`src/rtl/rob.sv`:
```
// Reorder buffer: circular in-order retirement queue fed by dispatch and the CDB.
package ooo_types;
   localparam int unsigned OOO_ROB_DEPTH = 6;
   localparam int unsigned TAG_W         = $clog2(OOO_ROB_DEPTH + 1);

   typedef logic [TAG_W-1:0] tag_t;
   typedef logic [31:0]      rv32i_word;
   typedef enum logic [1:0] {OP_REG = 2'd0, OP_ST = 2'd1, OP_BR = 2'd2} op_type_t;

   // Tag 0 means "no free entry"; busy/vals are indexed by tag-1.
   typedef struct packed {
      tag_t                               tag;
      logic [OOO_ROB_DEPTH-1:0]           busy;
      rv32i_word [OOO_ROB_DEPTH-1:0]      vals;
   } rob_out_t;
endpackage

module rob
   import ooo_types::*;
#(
   parameter int unsigned ROB_DEPTH = OOO_ROB_DEPTH
) (
   input  logic      clk,
   input  logic      rst,
   input  logic      alloc_valid,
   input  op_type_t  alloc_op,
   input  logic [4:0] alloc_rd,
   input  logic      cdb_valid,
   input  tag_t      cdb_tag,
   input  rv32i_word cdb_val,
   input  logic      cdb_mispredict,
   input  logic      st_ready,
   output rob_out_t  rob_out,
   output logic      commit_valid,
   output op_type_t  commit_op,
   output logic [4:0] commit_rd,
   output rv32i_word commit_val,
   output tag_t      commit_tag,
   output logic      flush,
   output rv32i_word flush_pc
);

   localparam int unsigned IDX_W = (ROB_DEPTH > 1) ? $clog2(ROB_DEPTH) : 1;
   localparam int unsigned CNT_W = $clog2(ROB_DEPTH + 1);

   logic       r_valid [ROB_DEPTH];
   logic       r_done  [ROB_DEPTH];
   op_type_t   r_op    [ROB_DEPTH];
   logic [4:0] r_rd    [ROB_DEPTH];
   rv32i_word  r_val   [ROB_DEPTH];
   logic       r_mis   [ROB_DEPTH];

   logic [IDX_W-1:0] r_head;
   logic [IDX_W-1:0] r_tail;
   logic [CNT_W-1:0] r_count;

   logic             w_full;
   tag_t             w_free_tag;
   logic             w_alloc;
   logic             w_cdb_in_range;
   logic [IDX_W-1:0] w_cdb_idx;
   logic             w_cdb_hit;

   function automatic logic [IDX_W-1:0] f_next(input logic [IDX_W-1:0] p);
      return (p == IDX_W'(ROB_DEPTH - 1)) ? '0 : p + IDX_W'(1);
   endfunction

   // Free-tag, allocation and CDB-match decode (full status from registered count).
   always_comb begin
      w_full         = (r_count == CNT_W'(ROB_DEPTH));
      w_free_tag     = w_full ? '0 : TAG_W'(r_tail) + TAG_W'(1);
      w_alloc        = alloc_valid && (w_free_tag != '0);
      w_cdb_in_range = cdb_valid && (cdb_tag != '0) && (cdb_tag <= TAG_W'(ROB_DEPTH));
      w_cdb_idx      = w_cdb_in_range ? IDX_W'(cdb_tag - TAG_W'(1)) : '0;
      w_cdb_hit      = w_cdb_in_range && r_valid[w_cdb_idx] && !r_done[w_cdb_idx];
   end

   // Status view for dispatch and reservation stations.
   always_comb begin
      rob_out     = '0;
      rob_out.tag = w_free_tag;
      for (int i = 0; i < ROB_DEPTH; i++) begin
         rob_out.busy[i] = ~(r_valid[i] & r_done[i]);
         rob_out.vals[i] = r_val[i];
      end
   end

   // Head-entry retirement and mispredict flush.
   always_comb begin
      commit_op    = r_op[r_head];
      commit_rd    = r_rd[r_head];
      commit_val   = r_val[r_head];
      commit_tag   = TAG_W'(r_head) + TAG_W'(1);
      commit_valid = (r_count != '0) && r_valid[r_head] && r_done[r_head] &&
                     ((r_op[r_head] != OP_ST) || st_ready);
      flush        = commit_valid && (r_op[r_head] == OP_BR) && r_mis[r_head];
      flush_pc     = flush ? r_val[r_head] : '0;
   end

   // Entry array and pointer updates; a flush overrides alloc and CDB.
   always_ff @(posedge clk or negedge rst) begin
      if (!rst) begin
         for (int i = 0; i < ROB_DEPTH; i++) begin
            r_valid[i] <= 1'b0;
            r_done[i]  <= 1'b0;
            r_op[i]    <= OP_REG;
            r_rd[i]    <= '0;
            r_val[i]   <= '0;
            r_mis[i]   <= 1'b0;
         end
         r_head  <= '0;
         r_tail  <= '0;
         r_count <= '0;
      end else if (flush) begin
         for (int i = 0; i < ROB_DEPTH; i++) begin
            r_valid[i] <= 1'b0;
            r_done[i]  <= 1'b0;
            r_op[i]    <= OP_REG;
            r_rd[i]    <= '0;
            r_val[i]   <= '0;
            r_mis[i]   <= 1'b0;
         end
         r_head  <= '0;
         r_tail  <= '0;
         r_count <= '0;
      end else begin
         if (w_cdb_hit) begin
            r_done[w_cdb_idx] <= 1'b1;
            r_val[w_cdb_idx]  <= cdb_val;
            r_mis[w_cdb_idx]  <= cdb_mispredict;
         end
         if (commit_valid) begin
            r_valid[r_head] <= 1'b0;
            r_done[r_head]  <= 1'b0;
            r_op[r_head]    <= OP_REG;
            r_rd[r_head]    <= '0;
            r_val[r_head]   <= '0;
            r_mis[r_head]   <= 1'b0;
            r_head          <= f_next(r_head);
         end
         if (w_alloc) begin
            r_valid[r_tail] <= 1'b1;
            r_done[r_tail]  <= 1'b0;
            r_op[r_tail]    <= alloc_op;
            r_rd[r_tail]    <= alloc_rd;
            r_val[r_tail]   <= '0;
            r_mis[r_tail]   <= 1'b0;
            r_tail          <= f_next(r_tail);
         end
         case ({w_alloc, commit_valid})
            2'b10:   r_count <= r_count + CNT_W'(1);
            2'b01:   r_count <= r_count - CNT_W'(1);
            default: r_count <= r_count;
         endcase
      end
   end

endmodule

```
`config.mk`:
```
export PLATFORM = sky130hd
export DESIGN_NAME = rob
export DESIGN_NICKNAME = d
export VERILOG_FILES = /design/src/rtl/rob.sv
export SDC_FILE = /design/constraint.sdc
export NUM_CORES = 1
export LEC_CHECK = 0
export ABC_AREA = 0
export BUFFER_PORTS_ARGS = -buffer_cell sky130_fd_sc_hd__buf_2
export CORE_MARGIN = 2
export CORE_UTILIZATION = 43
export CTS_BUF_LIST = sky130_fd_sc_hd__clkbuf_8
export DETAILED_ROUTE_END_ITERATION = 6
export GPL_TIMING_DRIVEN = 0
export HOLD_SLACK_MARGIN = 0.03
export MAX_ROUTING_LAYER = met4
export PLACE_DENSITY = 0.67
export SYNTH_ARGS = -nofsm -noshare
export SYNTH_HDL_FRONTEND = slang
export SYNTH_SLANG_ARGS = --single-unit
```
`constraint.sdc`:
```
create_clock -name clk -period 8.3 [get_ports clk]
set_input_delay 0 -clock clk [delete_from_list [all_inputs] [get_ports clk]]
set_output_delay 0 -clock clk [all_outputs]
set_load 0.02 [all_outputs]
```
Word-level counts from Yosys, hierarchy flattened
Index checks and enable logic that the tools add are counted.

ROM bits: 0. Flip-flop bits (word level): 261. Memories: 0. Memory bits (writable): 0. Bits in latches: 0. Logic and storage cells: 200.

Shift operators: 0. Muxes and demuxes: 89. Reduce and logical (&&, ||, !) cells: 21. Equality and inequality tests: 7. Multipliers: 0. Add/subtract/negate cells: 5. Div/mod/pow operators: 0. Bitwise operators: 32. $lt $le $gt $ge: 7.

Operator list (number): $mux 192 (6); $and 192x192->192 (2); $not 192->192 (2); $demux 32 s3 (3); $bwmux 192 (1); $mux 32 (6); $mux 30 (4); $bmux 32 s3 (1); $mux 6 (16); $mux 12 (4); $and 30x30->30 (1); $and 6x6->6 (5); $bwmux 30 (1); $demux 5 s3 (2); $not 30->30 (1); $mux 3 (9); $mux 5 (4); $bmux 1 s3 (5); $bmux 5 s3 (1); $logic_and 1x1->1 (13); $mux 1 (13); $and 12x12->12 (1); $bwmux 12 (1); $demux 2 s3 (2); other kinds (24) (57).

Logic depth before layout (Yosys ltp)
Gate-level depths: netlist of run 1.

Depth after elaboration: 18. Gate-level depth with buffers: 13. Gate-level depth less buffers: 9.

Worst setup path before layout of run 1
No wires, ideal clock.

Path type: register to register. From: register r_head[0]. To: register r_count[2]. Period minus slack after synthesis: 2951 ps. Arrival time: 2871 ps. Buffers on the path: 2. Data required time: 8221 ps. Setup slack: 5349 ps. Stages on the path, launching flop included: 12. Setup time: 79 ps. Cell sequence: dfrtp_1 buf_6 mux2_4 a222oi_1 nand2_2 o21ai_2 buf_6 nor2_1 fa_1 and2_1 mux2i_1 mux2i_1.

Word-level cells in the longest chain between the ends: 10. Elaborated cells on any way between the ends: 26. Classes of those cells: 4 x eq/ne; 14 x mux; 1 x bitwise; 7 x reduce/logical.

Ends and longest elaborated chain: start: declaration (RTL line 53) `logic [IDX_W-1:0] r_head;`; start signal: assignment (RTL line 139) `r_head <= f_next(r_head);`; $not 3->4 (implied by the code) (*) (RTL line 94, 95, 96); $bmux 2 s3 / $bmux 1 s3 (equally long branches) (RTL line 95, 96, 94); $mux 2 (implied by the code) / $mux 1 (equally long branches) (2 in series) (RTL line 95, 96, 94); $ne 2x1->1 / $logic_and 1x1->1 (equally long branches) (RTL line 95, 94); $logic_or 1x1->1 / $logic_and 1x1->1 (equally long branches) (RTL line 95, 94); $logic_and 1x1->1 (RTL line 94) `commit_valid = (r_count != '0) && r_valid[r_head] && r_done[r_head] &&`; $eq 2x1->1 (tied with other cells) (RTL line 150) `case ({w_alloc, commit_valid})`; $pmux 3 s2 / $logic_and 1x1->1 (equally long branches) (RTL line 150, 96); $mux 3 / $reduce_bool 3->1 (equally long branches); end signal: assignment (RTL line 151) `2'b10: r_count <= r_count + CNT_W'(1);`; end signal: assignment (RTL line 152) `2'b01: r_count <= r_count - CNT_W'(1);`; end signal: assignment (RTL line 153) `default: r_count <= r_count;`; end: declaration (RTL line 55) `logic [CNT_W-1:0] r_count;`.

Every way passes the cells marked *; elsewhere a longest branch is shown, timed or not. The select of a mux whose other input is x is not followed. A chain may end at the register's enable or synchronous reset.

Worst setup path after layout of run 1
From: register r_head[1]. To: output port flush_pc[0].

Word-level cells in the longest chain between the ends: 10. Elaborated cells on any way between the ends: 25. Classes of those cells: 2 x eq/ne; 16 x mux; 1 x bitwise; 6 x reduce/logical.

Ends and longest elaborated chain: $not 3->4 (implied by the code) (*); $bmux 2 s3 / $bmux 1 s3 (equally long branches) (RTL line 95, 96, 94); $mux 2 (implied by the code) / $mux 1 (equally long branches) (2 in series) (RTL line 95, 96, 94); $ne 2x1->1 / $logic_and 1x1->1 (equally long branches) (RTL line 95, 94); $logic_or 1x1->1 / $logic_and 1x1->1 (equally long branches) (RTL line 95, 94); $logic_and 1x1->1 (RTL line 94); $logic_and 1x1->1 (2 in series) (RTL line 96) `flush = commit_valid && (r_op[r_head] == OP_BR) && r_mis[r_head];`; $mux 32 (*) (RTL line 97) `flush_pc = flush ? r_val[r_head] : '0;`; end: declaration (RTL line 40) `output rv32i_word flush_pc`.

Marks and branches as above.

==> summary.md, run 1 <==
| Metric | Value |
|---|---|
| Grt total ovfl | `0` |
| Vias in the first global route | `12300` |
| Later-pin clock latency in the skew report | `590 ps` |
| Slew Limit Fails | `0` |
| Maximum VDD drop | `204 uV` |
| Hold WS | `20.8 ps` |
| Slew HR | `19.2%` |
| Hpwl dp | `36.6 mm` |
| Fin. Hold Viols | `0` |
| Syn_nets | `1287` |
| M1 GR Usage | `44.9%` |
| Setup TNS | `0 ps` |
| Crit path max fanout | `10` |
| Final period util | `53.7%` |
| Status | `complete, no violations` |
| Number of synthesized flops with an enable pin | `0` |
| Initial antenna violation count | `0` |
| Longest Clk Path Bufs | `3` |
| First-pass GRT wire length | `77.1 mm` |
| Share of post-route cells with drive strength above 1 | `27.7%` |
| Synthesized flop and latch total | `261` |
| Core area | `29800 um2` |
| Port Buffers | `324` |
| Vias per inst | `5.98` |
| Final GP Congestion | `0.938` |
| Leakage power | `8.61 nW` |
| Leading register cell type out of synthesis | `dfrtp_1` |
| GR met3 Demand/Resource | `7.42%` |
| Num CTS Buffers | `46` |
| Yosys cell types | `59` |
| CTS tree | `built` |
| DRC | `0` |
| Gr busiest metal | `met2` |
| Critical Path Start Type | `flop` |
| Worst EP required | `8300 ps` |
| Final setup violation count | `0` |
| Drt pass-1 iters | `6` |
| Post-Syn Area | `13100 um2` |
| Post-DRT Antenna Nets | `0` |
| Clock Tree Root | `clkbuf_8` |
| Sequential-to-total area share from yosys stat | `49.9%` |
| Area grow syn2layout | `27.2%` |
| Synthesis Warnings | `0` |
| Antenna fix cells | `0` |
| Worst slew pin tran | `1210 ps` |
| Fmax | `224 MHz` |
| Clock slew at reported path FFs | `60 ps` |
| Tmin final | `4460 ps` |
| Crit Path Class | `reg -> out` |
| Syn Area/Cell | `10.6 um2` |
| Max Clock Skew | `35.1 ps` |
| NumNets Final | `1707` |
| Die X | `178 um` |
| Hold crit path type | `in -> async` |
| Power per cell area | `349 nW/um2` |
| 1st-iter DRT viols | `1236` |
| Slowest Stage Delay on Critical Path | `750 ps` |
| DR WL/cell | `25.5 um` |
| Via count | `12400` |
| Element type at the critical path end | `output pin` |
| Die area | `31800 um2` |
| CTS HTree Levels | `2` |
| Cell Rows | `63` |
| Post-synth ARST share | `100%` |
| Slowest stage cell, crit path | `clkbuf_1` |
| Most used cell, CP | `buf_2` |
| Cell Chain, Critical Path | `buf_2 > buf_2 > clkinv_1 > nor3_1 > clkbuf_1 > buf_2 > a22oi_1 > nand3_1 > and2_1 > buf_2` |
| Synth Instances | `1231` |
| Critical path arrival | `4460 ps` |
| Die extent in y | `178 um` |
| WL final | `53.0 mm` |
| Num ports | `325` |
| Largest net degree at the start of global routing | `94` |
| Initial Utilization | `43.9%` |
| RSZ-0062 raised after global routing | `no` |
| Sink Count | `261` |
| MaxCap Viol Count | `0` |
| Met2 usage | `49.5%` |
| Tot GR Track Use | `33.8%` |
[final cells by class]
class	count	area (um2)
inverters	17	63.8
fillers	2725	13100
well taps	390	488
flip-flops and latches	261	6530
clock buffers	60	826
repair buffers	372	2140
multi-input cells	855	5950
clock inverters	22	101
plain buffers	98	546
[worst max-delay path: cells and delay by family (launching register included)]
family	cells	cell delay, ps
AOI/OAI and AO/OA	1	170
buffers and inverters	6	2600
DFF	1	440
and+or+nand+nor	3	670
[what timing repair did]
| action | in CTS | in global routing |
|---|---|---|
| hold buffers | 45 | 0 |
| gates resized for setup | 0 | 0 |
| endpoints found under the hold margin | 351 | 0 |
| endpoints found under the setup margin | 0 | 0 |
| buffers inserted | 0 | 0 |
[synthesized netlist by cell type, drive strengths merged (2+ instances only)]
master	number	area (um2)
nor2	105	427
clkinv	3	11.3
inv	14	52.6
ha	7	87.6
mux2i	217	2170
a22o	8	70.1
a32o	5	50.1
a21oi	36	195
nand2	58	228
nor4	3	18.8
a22oi	92	691
nor3b	2	15.0
o2bb2ai	21	184
clkbuf	56	210
nor2b	3	18.8
buf	42	335
o21ai	17	88.8
nor3	144	731
o211ai	4	35.0
xor2	3	26.3
nand4	3	18.8
nand3b	3	22.5
nand3	42	220
dfrtp	261	6530
nand2b	6	37.5
mux2	12	139
o22ai	6	37.5
a31oi	5	31.3
nor4b	3	26.3
nand4b	2	17.5
and2	33	206
[final timing paths]
path                                 start            to  slack (ps)  cells past startpoint
min in group clk                cdb_tag[2]     r_done[2]         110                      5
max in group asynchronous              rst  rob_out[110]        6960                      4
worst max-delay path             r_head[1]   flush_pc[0]        3840                     10
worst min-delay path                   rst      r_rd[13]          20                      2
worst min register to register     r_rd[7]       r_rd[7]         510                      1
worst max register to register   r_head[1]    r_count[2]        4580                     11
[power breakdown]
part | switching [mW] | leakage (nW) | internal, mW
combinational | 1.45 | 4.67 | 0.792
sequential | 0.510 | 3.41 | 1.84
clock | 0.568 | 0.537 | 0.648
[cell families (layout without fill, tap and decap cells)]
logic type	Yosys count	in the layout	share of synthesized area (%)
xor+xnor	4	4	0.268
simple gates	412	412	15.5
fa+ha+maj	8	8	0.822
compound gates	202	202	11.2
mux	229	229	17.7
flops	261	261	49.9
buf+inv	115	569	4.66
[registers in the layout, indices dropped and copies added (netlist names)]
| register | flops |
|---|---|
| r_count | 3 |
| r_tail | 3 |
| r_valid | 6 |
| r_done | 6 |
| rob_out | 192 |
| r_head | 3 |
| r_rd | 30 |
| r_op | 12 |
| r_mis | 6 |
[per-stage QoR]
stage | cells | area [um2] | setup slack, ps | power, mW | utilization, %
global placement | 1945 | 15200 | 2320 | 4.49 | 51.0
floorplan | 1231 | 13100 | 5350 | 3.61 | -
global route | 2075 | 16700 | 3730 | 6.11 | 55.9
detailed placement | 1948 | 15300 | 4580 | 4.56 | 51.3
finish | 2075 | 16700 | 3840 | 5.81 | 55.9
CTS | 2075 | 16700 | 3960 | 5.78 | 55.9
[per-layer routing]
layer | up-vias | routed length [um]
met3 | 139 | 5020
li1 | 5333 | -
met5 | - | 0
met1 | 6194 | 21800
met4 | 0 | 2280
met2 | 741 | 23900
[cell usage in the layout (no fill, tap or decap), types with 3 or more instances in the layout]
cell             n
o21ai_0         12
o211ai_1         3
nand2_1         56
xor2_1           3
nor2_4           4
a32o_1           5
clkbuf_8        60
o22ai_1          6
nor2_1         100
mux2_2          11
o2bb2ai_1       21
a22oi_1         92
clkinv_2         7
a31oi_1          5
nor2b_1          3
nand4_1          3
a21oi_2          4
and2_1          33
inv_1           27
buf_6           21
nor3_1         142
buf_2          339
clkinv_1         3
a21oi_1         32
a22o_1           8
nand3b_1         3
nand3_1         40
dfrtp_1        261
nor4b_1          3
buf_1            5
ha_1             7
mux2i_1        217
dlygate4sd3_1   45
clkbuf_1        56
o21ai_1          4
nand2b_1         6
No activity file was read; power rests on OpenSTA's default activity.
==> inputs of run 2 (changes only) <==
Settings changed: ABC_AREA 0 to 1, PLACE_DENSITY 0.67 to 0.68.
Clock period 8.3 ns to 4.05 ns, I/O delays scaled along.
==> run 2 against run 1 <==
  * Global-route usage up 2.7 points
  * Non-clock buffer count up 32
  * Setup slack worse by 3800 ps
  * Clock power up 110%
  * Critical path type unchanged
==> summary.md, run 2 <==
| Metric | Value |
|---|---|
| Critical path arrival | `4000 ps` |
| Hold_sp | `cdb_tag[1]` |
| Die X | `190 um` |
| Max Clock Skew | `37.0 ps` |
| Via count | `16400` |
| Cell Rows | `68` |
| FF-to-FF Start | `r_head[1]` |
| Element type at the critical path end | `output pin` |
| Die area | `36000 um2` |
| Share of post-route cells with drive strength above 1 | `21.1%` |
| Final setup violation count | `0` |
| Synth Instances | `2062` |
| CTS HTree Levels | `2` |
| Maximum VDD drop | `363 uV` |
| Longest Clk Path Bufs | `3` |
| Post-Syn Area | `14800 um2` |
| DR WL/cell | `21.8 um` |
| Later-pin clock latency in the skew report | `590 ps` |
| Power per cell area | `706 nW/um2` |
| Tot GR Track Use | `36.5%` |
| Core area | `34300 um2` |
| Synthesized flop and latch total | `261` |
| Critical Path Start Type | `flop` |
| Clock slew at reported path FFs | `70 ps` |
| Final Util | `54.0%` |
| Crit path max fanout | `10` |
| 1st-iter DRT viols | `1867` |
| Syn_nets | `2118` |
| Crit Path Class | `reg -> out` |
| Worst slew pin tran | `1270 ps` |
| Sink Count | `261` |
| Largest net degree at the start of global routing | `121` |
| Hpwl dp | `46.6 mm` |
| Leakage power | `11.1 nW` |
| Antenna fix cells | `0` |
| Initial antenna violation count | `0` |
| Vias in the first global route | `15200` |
| Sequential Area | `6530 um2` |
| CTS tree | `built` |
| Cell Chain, Critical Path | `buf_6 > inv_4 > buf_6 > nand3_1 > clkbuf_1 > clkbuf_1 > o221ai_1 > nor3_1 > nor2_1 > buf_2` |
| Most frequent cells in the layout | `nand2_1, buf_2, inv_1` |
| Slowest Stage Delay on Critical Path | `890 ps` |
| Syn Area/Cell | `7.19 um2` |
| DRC | `0` |
| Fin. Hold Viols | `0` |
| Fmax | `250 MHz` |
| Max reg flops | `192` |
| Yosys cell types | `41` |
| Area occupied by multi-input gates | `6240 um2` |
| Crit path from | `r_head[0]` |
| MaxCap Viol Count | `0` |
| First-pass GRT wire length | `95.1 mm` |
| Drt pass-1 iters | `5` |
| Port Buffers | `323` |
| Clock Tree Root | `clkbuf_8` |
| Final period util | `98.8%` |
| Sequential-to-total area share from yosys stat | `44.0%` |
| Worst EP required | `4050 ps` |
| Area contributors post-synth | `dfrtp_1, nand2_1, nand3_1, inv_1, nor2_1` |
| Status | `complete, no violations` |
| Synthesis Warnings | `0` |
| NumNets Final | `2538` |
| Slew Limit Fails | `0` |
| Commonest non-fill, non-tap cell in the layout | `nand2_1` |
| Leading cell type by number of instances after synthesis | `nand2_1` |
| Tmin final | `4000 ps` |
| Grt total ovfl | `0` |
| Worst path bufs/invs | `6` |
| Post-synth ARST share | `100%` |
| Yosys top cell area share | `44.0%` |
| Top delay family on crit path | `buffers and inverters` |
| Commonest cells post-synth | `nand2_1, inv_1, nor2_1, nand3_1, dfrtp_1` |
| Number of synthesized flops with an enable pin | `0` |
| Vias per inst | `5.51` |
| Final GP Congestion | `0.973` |
| Yosys top cell by area | `dfrtp_1` |
| Post-DRT Antenna Nets | `0` |
| Die extent in y | `190 um` |
| Layout fillers | `3371` |
| Fin area | `18500 um2` |
| Placed cell area | `17100 um2` |
| RSZ-0062 raised after global routing | `no` |
| Slowest stage cell, crit path | `clkbuf_1` |
| Initial Utilization | `43.2%` |
| Area grow syn2layout | `24.9%` |
| WL final | `64.9 mm` |
| Hold WS | `207 ps` |
| Slew HR | `15.1%` |
| Hold crit path type | `in -> reg` |
| Leading register cell type out of synthesis | `dfrtp_1` |
| Num CTS Buffers | `47` |
| Num ports | `325` |
## run 2: logic make-up (layout without fill, tap and decap cells)
family | Yosys count | after routing | synth area share (%)
fa+ha+maj | 8 | 8 | 0.726
flops | 261 | 261 | 44.0
compound gates | 147 | 147 | 6.36
buf+inv | 494 | 949 | 13.9
xor+xnor | 3 | 3 | 0.177
simple gates | 1149 | 1149 | 34.8
## run 2: layer usage
metal	global-route usage [%]	share of wire, %
met4	15.8	4.9
met2	56.0	45
met3	8.47	11
met1	46.4	39
met5	-	0
## run 2: timing repair
action / 4_1_cts / 5_1_grt
resized for setup: 0 / 5
endpoints found under the setup margin: 0 / 7
buffers inserted: 0 / 0
hold endpoints to repair: 504 / 0
hold buffers: 46 / 0
## run 2: worst register-to-register path, cell delays in order, from the launching register on
cell     delay (ps)
dfrtp_1         380
buf_4           180
inv_4           130
nand2_2          80
nor2_4          230
a21oi_2         110
nand2_2         100
nand3_2         100
nand2_2         130
nor2_4           60
nor2_1          570
buf_1           480
nand3_1         190
nor2_1          140
## run 2: worst paths after layout
| check | endpoint | slack, ps | cells after the start |
|---|---|---|---|
| hold / removal | rob_out[127] | 210 | 7 |
| max in group asynchronous | r_head[0] | 2870 | 4 |
| hold reg to reg | r_rd[25] | 480 | 2 |
| setup reg to reg | rob_out[151] | 1110 | 13 |
| setup / recovery | flush_pc[30] | 50 | 10 |
| min in group asynchronous | rob_out[16] | 520 | 4 |
## run 2: per-stage QoR
step	power (mW)	instances	setup slack [ps]	setup TNS [ps]
after CTS	13.0	2972	70.6	0
after global routing	13.8	2972	24.2	0
after global placement	10.2	2840	-2020	-522360
final	13.1	2972	50.4	0
after floorplan	8.21	2062	1720	0
after detailed placement	10.4	2842	660	0
## run 2: area by class of cell
class	count	area share (%)
sequential	261	35.3
tap	455	3.07
clock inverter	21	0.493
timing repair buffer	371	11.6
clock buffer	63	4.68
multi-input combinational	1307	33.7
buffer	131	3.75
inverter	363	7.39
## run 2: power breakdown
group | switching [mW] | internal, mW | total (mW)
clock | 1.20 | 1.38 | 2.58
sequential | 1.01 | 3.80 | 4.80
combinational | 3.82 | 1.88 | 5.69
total | 6.02 | 7.05 | 13.1
